[src/rtl/dot_matrix.sv]
// Row-scanned driver for an 8x8 red/green LED matrix showing two dice faces.
// Live mode shows the incoming dice in red; a stop edge freezes them in green (yellow on a double).
module dot_matrix #(
    parameter int unsigned SCAN_DIV = 1
) (
    input  logic       clk,
    input  logic       rst,
    input  logic       stop,
    input  logic [3:0] dice1,
    input  logic [3:0] dice2,
    output logic [7:0] row,
    output logic [7:0] r_col,
    output logic [7:0] g_col
);

    localparam int unsigned    DIV_W    = (SCAN_DIV > 1) ? $clog2(SCAN_DIV) : 1;
    localparam logic [DIV_W-1:0] DIV_LAST = DIV_W'(SCAN_DIV - 1);
    localparam logic MODE_LIVE   = 1'b0;
    localparam logic MODE_FROZEN = 1'b1;

    logic [2:0]       scan_idx;
    logic [DIV_W-1:0] div_cnt;
    logic             mode;
    logic [3:0]       held1, held2;
    logic             stop_d;

    logic [3:0] face1, face2;
    logic [1:0] pip_sel;
    logic [7:0] pixels;
    logic       stop_rise, red_on, green_on;

    // Returns {L, C, R} pips of one face for pip row pr (0 = top, 1 = middle, 2 = bottom).
    function automatic logic [2:0] pip_row(input logic [3:0] v, input logic [1:0] pr);
        case (v)
            4'd1:    pip_row = (pr == 2'd1) ? 3'b010 : 3'b000;
            4'd2:    pip_row = (pr == 2'd0) ? 3'b100 : (pr == 2'd2) ? 3'b001 : 3'b000;
            4'd3:    pip_row = (pr == 2'd0) ? 3'b100 : (pr == 2'd1) ? 3'b010 : 3'b001;
            4'd4:    pip_row = (pr == 2'd1) ? 3'b000 : 3'b101;
            4'd5:    pip_row = (pr == 2'd1) ? 3'b010 : 3'b101;
            4'd6:    pip_row = 3'b101;
            default: pip_row = 3'b000;
        endcase
    endfunction

    always_comb begin
        face1     = (mode == MODE_FROZEN) ? held1 : dice1;
        face2     = (mode == MODE_FROZEN) ? held2 : dice2;
        pip_sel   = 2'(scan_idx - 3'd2);
        pixels    = 8'h00;
        if (scan_idx >= 3'd2 && scan_idx <= 3'd4) begin
            pixels = {1'b0, pip_row(face1, pip_sel), 1'b0, pip_row(face2, pip_sel)};
        end
        // A frozen double lights both colours; blank out-of-range faces stay dark anyway.
        red_on    = (mode == MODE_LIVE) || (held1 == held2);
        green_on  = (mode == MODE_FROZEN);
        stop_rise = stop & ~stop_d;
    end

    always_ff @(posedge clk or posedge rst) begin
        if (rst) begin
            scan_idx <= 3'd0;
            div_cnt  <= '0;
            mode     <= MODE_LIVE;
            held1    <= 4'd0;
            held2    <= 4'd0;
            stop_d   <= 1'b0;
            row      <= 8'hFF;
            r_col    <= 8'h00;
            g_col    <= 8'h00;
        end else begin
            stop_d <= stop;
            if (div_cnt == DIV_LAST) begin
                div_cnt  <= '0;
                scan_idx <= scan_idx + 3'd1;
            end else begin
                div_cnt <= div_cnt + DIV_W'(1);
            end
            row   <= ~(8'h01 << scan_idx);
            r_col <= red_on ? pixels : 8'h00;
            g_col <= green_on ? pixels : 8'h00;
            if (stop_rise) begin
                mode <= ~mode;
                if (mode == MODE_LIVE) begin
                    held1 <= dice1;
                    held2 <= dice2;
                end
            end
        end
    end

endmodule

[config.mk]
export PLATFORM = sky130hd
export DESIGN_NAME = dot_matrix
export DESIGN_NICKNAME = d
export VERILOG_FILES = /design/src/rtl/dot_matrix.sv
export SDC_FILE = /design/constraint.sdc
export NUM_CORES = 1
export LEC_CHECK = 0
export CAP_MARGIN = 20
export CORE_MARGIN = 3
export CORE_UTILIZATION = 53
export CTS_BUF_LIST = sky130_fd_sc_hd__clkbuf_8
export DETAILED_ROUTE_END_ITERATION = 8
export PLACE_DENSITY = 0.93
export SLEW_MARGIN = 20
export SYNTH_ARGS = -nofsm -noshare
export SYNTH_HDL_FRONTEND = slang
export SYNTH_SLANG_ARGS = --single-unit
[constraint.sdc]
create_clock -name clk -period 2.1 [get_ports clk]
set_input_delay 0.42 -clock clk [delete_from_list [all_inputs] [get_ports clk]]
set_output_delay 0.42 -clock clk [all_outputs]
set_load 0.01 [all_outputs]
==> key figures, run 1 <==
Pwr
  – PD cells: 1050 nW/um2
  – Worst vdd ir: 0.690 mV
  – Pwr Total: 2.43 mW
  – LEAKAGE: 1.01 nW

Clocking
  – CTS H-tree lvls: 2
  – Hold-fix buffers, CTS: 0
  – Clk buf depth: 2
  – Clock sinks: 33
  – Worst-path clk slew: 70 ps
  – Root Buffer: clkbuf_8
  – CTS tree: built
  – Clock latency on the worst-skew pair: 290 ps
  – Num CTS Buffers: 5
  – # resized after CTS: 0
  – Post-CTS Repair Setup Buffers: 0

Worst setup path
  – CP Class: input port to register
  – Slowest-stage cell, CP: clkdlybuf4s50_1
  – Crit path launch type: input port
  – Critical path endpoint category: register
  – R2R Setup Slk: 240 ps
  – CP cell instances: clkdlybuf4s50_1, mux2i_1, or2_2, or2_1, a2111oi_2
  – Critical path depth: 5
  – Data required, critical path: 2270 ps
  – Critical Path Max Stage Delay: 520 ps
  – Crit Path Max Fanout: 4
  – Worst r2r path cells: 5
  – CP Buf/Inv Count: 1
  – Worst path top cell family by delay: simple AND/OR/NAND/NOR gates
  – Crit path DAT: 2050 ps

Detailed routing
  – Via count: 1,287
  – Wirelength, routed: 3890 um
  – Routed WL per cell: 15.8 um
  – Residual DRC: 0
  – Metal3 WL: 169 um
  – Vias per cell: 5.23
  – Antenna-violating nets left: 0
  – Met2 WL: 1910 um
  – WL met1: 1670 um
  – Top sig layer: met4
  – Pre-antenna DRT Iters: 4
  – Initial DRC count: 49

Timing
  – WHS: 529 ps
  – Clock skew: 7.65 ps
  – Unrepaired setup endpoints after global routing: false
  – Fin crit period: 1880 ps
  – Max Fclk: 0.533 GHz
  – Final Hold Viols: 0
  – Final setup fails: 0
  – Period utilization: 89.4%
  – Pins Over Slew Limit: 0

Die
  – Initial core utilization: 56.6%
  – Die H: 63.6 um
  – Chip width: 63.6 um
  – I/O Pins: 35
  – Core box area: 3100 um2
  – FP Rows: 20
  – Die area: 4040 um2

Place
  – Dpl cell area: 2210 um2
  – Placed Instances: 238
  – Post-DP HPWL: 3020 um
  – PortBufs: 30
  – Final weighted congestion of routability-driven global placement: 0.829

Cells and area
  – Most common cell after layout, fill and taps aside: clkdlybuf4s50_1
  – Fin area: 2320 um2
  – Layout cell share with drive strength beyond 1: 28.2%
  – Most frequent cells in the layout: clkdlybuf4s50_1, dfrtp_1, buf_4
  – FILL cells: 240
  – Finished Layout Cells: 246
  – Sequential cell area: 836 um2
  – Diode count: 0
  – Layout Utilization: 74.8%
  – Multi-input logic area: 847 um2
  – Nets: 220
  – Area growth syn-to-layout: 32.1%

Yosys
  – Post-Synth Adder-Cell Area: 5.70%
  – Syn Area/Cell: 11.7 um2
  – Post-synth EDFFs: 0
  – Sequential share of the synthesized area: 47.6%
  – Post-Syn Area: 1760 um2
  – Post-synthesis mux area share: 14.2%
  – Fraction of registers with async set/reset: 100%
  – Ys Warns: 0
  – Flops & latches, synth: 33
  – Netlist cell types: 42
  – Main combinational cell family by area after synthesis: simple AND/OR/NAND/NOR gates
  – Mapped Cells: 150
  – Most used flip-flop cell after synthesis: dfrtp_1
  – Synth Area in Simple Gates: 15.6%
  – Compound-Gate Fraction of Synth Area: 8.62%
  – Xor/xnor share of the synthesized area: 2.49%

Global route
  – Largest net degree at the start of global routing: 34
  – Remaining global-route overflow: 0
  – Vias in the first global route: 1,361
  – Initial antenna violation count: 0
  – First-pass GRT wire length: 6500 um
  – Total track usage: 21.7%

Job
  – Max Cap Violations: 0

Min path
  – Type of the worst min-delay path: input port to async pin

Status
  – Status: completed
==> flip-flops by register name, indices dropped and copies added (netlist names) <==
name      count
stop_d        1
r_col         6
held1         4
green_on      1
row           8
g_col         6
scan_idx      3
held2         4
==> metal layers <==
| layer | track usage (%) | vias up |
|---|---|---|
| li1 | - | 624 |
| met1 | 25.7 | 616 |
| met2 | 35.6 | 33 |
| met3 | 4.99 | 14 |
| met4 | 12.9 | 0 |
| met5 | 0 | - |
==> worst paths after layout <==
check | endpoint | from
max in group asynchronous | row[1] | rst
worst max register to register | r_col[0] | held1[3]
worst min register to register | row[4] | scan_idx[2]
worst max-delay path | r_col[0] | dice2[1]
min in group clk | row[4] | scan_idx[2]
worst min-delay path | scan_idx[0] | rst
==> synthesized netlist by cell type, types with 2 or more instances <==
master / instances / area [um2]
a22oi_1: 2 / 15.0
nor3b_1: 3 / 22.5
or3b_1: 2 / 17.5
nor2_1: 5 / 18.8
nor3_1: 4 / 20.0
nor4_1: 4 / 25.0
mux2_4: 3 / 45.0
o21ai_0: 7 / 35.0
xor2_1: 4 / 35.0
mux2i_1: 7 / 70.1
mux2_2: 10 / 113
nor3_2: 2 / 20.0
o211ai_1: 2 / 15.0
dfrtp_1: 25 / 626
a21oi_1: 3 / 15.0
buf_6: 3 / 33.8
a21o_1: 2 / 15.0
nand3_1: 5 / 25.0
buf_4: 4 / 30.0
inv_1: 9 / 33.8
dfstp_2: 8 / 210
nand2_1: 8 / 30.0
ha_1: 8 / 100
nand3b_1: 2 / 15.0
==> through the flow <==
stage / TNS [ps] / worst slack [ps]
6_report: 0 / 223
5_1_grt: 0 / 61.4
4_1_cts: 0 / 48.9
3_5_place_dp: -143 / -103
3_3_place_gp: 0 / 3.37
2_1_floorplan: 0 / 379
==> tightest hold or removal path: cells and delay by family <==
family | cells | cell delay [ps]
buffers and inverters | 3 | 820
==> cell families (layout without fill, tap and decap cells) <==
family | Yosys count | in the layout
buf+inv | 16 | 65
other cells | 1 | 4
fa+ha+maj | 8 | 8
flops | 33 | 33
simple gates | 44 | 44
xor+xnor | 5 | 5
mux | 21 | 21
compound gates | 22 | 22
==> final cells by class <==
| class | count | area share, % |
|---|---|---|
| Sequential cell | 33 | 36.0 |
| Timing Repair Buffer | 48 | 19.3 |
| Multi-Input combinational cell | 104 | 36.5 |
| Clock inverter | 1 | 0.216 |
| Clock buffer | 7 | 4.15 |
| Tap cell | 44 | 2.37 |
| Inverter | 9 | 1.46 |
==> report_power, final <==
part           switching [mW]  internal [mW]  total [mW]
clock                   0.225          0.296       0.521
sequential              0.118          0.723       0.842
combinational           0.538          0.526        1.06
total                   0.882           1.55        2.43
No activity file was read; power rests on OpenSTA's default activity.
==> run 2: changes to the inputs <==
CORE_UTILIZATION = 57   (was 53)
PLACE_DENSITY = 0.95   (was 0.93)
clock period = 2.2 ns   (was 2.1 ns; I/O delays follow)
==> key figures, run 2 (synthesis gave the netlist of run 1 again) <==
Status
  – Status: completed

Worst setup path
  – Worst r2r path cells: 4
  – Critical R2R Launch: held1[3]
  – Data required, critical path: 2370 ps
  – R2R Setup Slk: 140 ps
  – Critical path endpoint category: register
  – Crit Path Max Fanout: 6
  – Crit path DAT: 2220 ps
  – CP Class: register to register
  – Crit path from: held1[3]
  – Crit path launch type: register
  – FF-to-FF End: r_col[0]

Timing
  – Final Hold Viols: 0
  – Worst slew pin tran: 532 ps
  – Clock skew: 6.46 ps
  – Final setup fails: 0
  – Fin crit period: 2060 ps
  – Pins Over Slew Limit: 0
  – Unrepaired setup endpoints after global routing: false
  – Relative slew slack: 64.3%
  – Period utilization: 93.5%
  – WHS: 538 ps
  – Max Fclk: 0.486 GHz
  – Setup TNS: 0 ps

Clocking
  – Num CTS Buffers: 5
  – Worst-path clk slew: 70 ps
  – Clock sinks: 33
  – Hold-fix buffers, CTS: 0
  – Root Buffer: clkbuf_8
  – Clk buf depth: 2
  – CTS H-tree lvls: 2
  – CTS tree: built
  – Clock latency on the worst-skew pair: 280 ps
  – Post-CTS Repair Setup Buffers: 0

Detailed routing
  – Pre-antenna DRT Iters: 4
  – Residual DRC: 0
  – Via count: 1,260
  – Wirelength, routed: 3590 um
  – Vias per cell: 5.55
  – Initial DRC count: 51
  – Antenna-violating nets left: 0
  – Routed WL per cell: 15.8 um

Cells and area
  – Top reg by flops: row
  – Regs by FF count: row (8), g_col (6), r_col (6)
  – Multi-input logic area: 835 um2
  – Area growth syn-to-layout: 26.1%
  – Nets: 214
  – Most frequent cells in the layout: clkdlybuf4s50_1, dfrtp_1, buf_4
  – Most common cell after layout, fill and taps aside: clkdlybuf4s50_1
  – Layout cell share with drive strength beyond 1: 24.5%
  – FILL cells: 200
  – Largest register FFs: 8
  – Diode count: 0
  – Sequential cell area: 836 um2

Global route
  – Total track usage: 22.0%
  – Vias in the first global route: 1,284
  – Remaining global-route overflow: 0
  – Initial antenna violation count: 0
  – First-pass GRT wire length: 6010 um
  – Largest net degree at the start of global routing: 34

Die
  – Die H: 61.5 um
  – Chip width: 61.5 um
  – Core box area: 2850 um2
  – FP Rows: 19
  – Die area: 3780 um2
  – I/O Pins: 35
  – Initial core utilization: 61.6%

Min path
  – WHS Path Cells: 1
  – Hold endpoint: row[5]
  – Hold_sp: scan_idx[2]
  – Type of the worst min-delay path: register to register

Pwr
  – PD cells: 975 nW/um2
  – Worst vdd ir: 0.855 mV
  – LEAKAGE: 0.969 nW
  – Pwr Total: 2.16 mW

Place
  – PortBufs: 30
  – Post-DP HPWL: 2840 um
  – Final weighted congestion of routability-driven global placement: 0.880

Job
  – Max Cap Violations: 0
-- run 2: worst max path at each step --
stage               slack (ps)  cells after the start        to
global placement            90                      5  r_col[0]
detailed placement          20                      5  r_col[0]
floorplan                  480                      5  g_col[6]
global route                80                      6  r_col[5]
CTS                         90                      4  r_col[0]
finish                     140                      4  r_col[0]
-- run 2: routing by layer --
| layer | part of all wire [%] | global-route usage (%) |
|---|---|---|
| met5 | 0 | 0 |
| met2 | 48 | 37.5 |
| met1 | 45 | 26.9 |
| met3 | 4.5 | 4.61 |
| met4 | 2.5 | 9.39 |
-- run 2: final cells by class --
type,instances,share of cell area [%]
sequential,33,37.7
clock buffer,5,3.11
inverter,9,1.52
clock inverter,3,0.621
tap,31,1.75
timing repair buffer,42,17.6
multi-input combinational,104,37.7
-- run 2: power breakdown --
part	switching, mW	internal, mW
registers	0.131	0.690
clock network	0.208	0.214
logic	0.460	0.458
-- run 2: what timing repair did --
item                                    4_1_cts  5_1_grt
hold endpoints to repair                      0        0
gates resized for setup                       0        1
endpoints found under the setup margin        0        1
-- run 2: through the flow --
| stage | util [%] | cells | setup WS, ps | area, um2 |
|---|---|---|---|---|
| after floorplan | - | 153 | 479 | 1770 |
| after global placement | 74.8 | 219 | 91.7 | 2130 |
| after detailed placement | 74.8 | 219 | 16.7 | 2130 |
| after CTS | 77.7 | 227 | 87.8 | 2220 |
| after global routing | 77.7 | 227 | 81.6 | 2220 |
| final | 77.7 | 227 | 143 | 2220 |
-- run 2: critical path: stages (launching register included) --
cell and delay, ps:
dfrtp_1 470, xor2_1 180, o41ai_1 530, o21ai_1 330, a2111oi_1 430
==> run 3: changes to the inputs <==
CELL_PAD_IN_SITES_DETAIL_PLACEMENT = 0   (was unset)
CELL_PAD_IN_SITES_GLOBAL_PLACEMENT = 1   (was unset)
CORE_UTILIZATION = 45   (was 57)
==> key figures, run 3 (synthesis gave the netlist of run 1 again) <==
Clocking
  – CTS H-tree lvls: 2
  – Clock latency on the worst-skew pair: 290 ps
  – Hold-fix buffers, CTS: 0
  – CTS tree: built
  – Post-CTS Repair Setup Buffers: 0
  – Root Buffer: clkbuf_8
  – Clk buf depth: 2
  – # resized after CTS: 0
  – Clock sinks: 33
  – Worst-path clk slew: 70 ps
  – Num CTS Buffers: 5

Cells and area
  – Top reg by flops: row
  – FILL cells: 309
  – Most common cell after layout, fill and taps aside: clkdlybuf4s50_1
  – Nets: 208
  – Most frequent cells in the layout: clkdlybuf4s50_1, dfrtp_1, mux2_2
  – Largest register FFs: 8
  – Layout cell share with drive strength beyond 1: 22.6%
  – Diode count: 0
  – Multi-input logic area: 835 um2
  – Area growth syn-to-layout: 25.7%
  – Sequential cell area: 836 um2
  – Layout Utilization: 59.4%
  – Regs by FF count: row (8), g_col (6), r_col (6)
  – Fin area: 2210 um2
  – Finished Layout Cells: 238

Die
  – Die area: 4690 um2
  – Initial core utilization: 47.3%
  – Chip width: 68.5 um
  – Core box area: 3720 um2
  – Die H: 68.5 um
  – I/O Pins: 35
  – FP Rows: 22

Detailed routing
  – Initial DRC count: 53
  – Via count: 1,270
  – Routed WL per cell: 13.4 um
  – Pre-antenna DRT Iters: 4
  – Vias per cell: 5.34
  – Wirelength, routed: 3180 um
  – Antenna-violating nets left: 0
  – Residual DRC: 0

Worst setup path
  – R2R Setup Slk: 210 ps
  – Crit path DAT: 2150 ps
  – Critical R2R Launch: held1[3]
  – Crit Path Max Fanout: 6
  – FF-to-FF End: r_col[0]
  – Data required, critical path: 2360 ps
  – Worst r2r path cells: 4
  – CP Class: register to register
  – Critical path endpoint category: register
  – Crit path launch type: register

Timing
  – Clock skew: 4.81 ps
  – Period utilization: 90.4%
  – Final setup fails: 0
  – Fin crit period: 1990 ps
  – Setup TNS: 0 ps
  – Max Fclk: 0.503 GHz
  – Worst slew pin tran: 679 ps
  – Pins Over Slew Limit: 0
  – Unrepaired setup endpoints after global routing: false
  – Relative slew slack: 54.3%
  – Final Hold Viols: 0

Min path
  – Hold endpoint: row[6]
  – Hold_sp: scan_idx[2]
  – Type of the worst min-delay path: register to register
  – WHS Path Cells: 1

Global route
  – Total track usage: 15.7%
  – Grt met2 use: 22.8%
  – Vias in the first global route: 1,127
  – GR peak layer: met2
  – Remaining global-route overflow: 0
  – Met1 Resource Use GR: 20.1%
  – Largest net degree at the start of global routing: 34
  – Initial antenna violation count: 0
  – First-pass GRT wire length: 5230 um
  – Met3 Usage GRT: 3.94%

Place
  – Dpl cell area: 2120 um2
  – Placed Instances: 230
  – PortBufs: 30
  – Post-DP HPWL: 2440 um
  – Final weighted congestion of routability-driven global placement: 0.895

Pwr
  – Clock Power Share: 20.2%
  – Worst vdd ir: 0.507 mV
  – Pwr Total: 2.12 mW
  – Switching Share: 36.4%
  – Switching power: 0.773 mW
  – P_int: 1.35 mW
  – LEAKAGE: 0.940 nW
  – Combinational fraction of design power: 41.7%
  – Sequential Power Share: 38.1%
  – PD cells: 962 nW/um2

Job
  – Max Cap Violations: 0

Status
  – Status: completed
[run 3: worst max-delay path by stage]
| stage | startpoint | endpoint | slack [ps] | cells after the start |
|---|---|---|---|---|
| floorplan | green_on | g_col[6] | 480 | 5 |
| global route | held1[3] | r_col[0] | 100 | 4 |
| finish | held1[3] | r_col[0] | 210 | 4 |
| global placement | dice2[1] | r_col[0] | 90 | 5 |
| CTS | held1[3] | r_col[0] | 210 | 4 |
| detailed placement | dice2[1] | r_col[0] | 20 | 5 |
[run 3: area by class of cell]
cell class | count | area share, %
clock buffer | 5 | 3.12
clock inverter | 3 | 0.793
inverter | 9 | 1.53
multi-input combinational | 104 | 37.8
sequential | 33 | 37.8
tap | 48 | 2.72
timing repair buffer | 36 | 16.2
[run 3: critical path, stage by stage (launching register included)]
cell	delay (ps)
dfrtp_1	450
xor2_1	170
o41ai_1	430
o21ai_0	350
a2111oi_1	460
[run 3: metrics by stage]
| step | hold WS [ps] | worst slack [ps] |
|---|---|---|
| after detailed placement | 521 | 17.7 |
| after global placement | 515 | 90.2 |
| final | 527 | 211 |
| after CTS | 526 | 209 |
| after global routing | 576 | 101 |
| after floorplan | 464 | 479 |
[run 3: power by group through the flow]
| stage | clock (mW) | combinational (mW) | sequential, mW |
|---|---|---|---|
| global route | 0.476 | 0.965 | 0.821 |
| CTS | 0.448 | 0.880 | 0.806 |
| detailed placement | 0 | 0.875 | 0.817 |
| global placement | 0 | 0.856 | 0.814 |
| finish | 0.430 | 0.886 | 0.809 |
| floorplan | 0 | 0.723 | 0.784 |
[run 3: metal layers]
layer	share of wire (%)	routed length [um]
met5	0	0
met3	8.2	261
met1	41	1300
met2	48	1520
met4	3.1	99
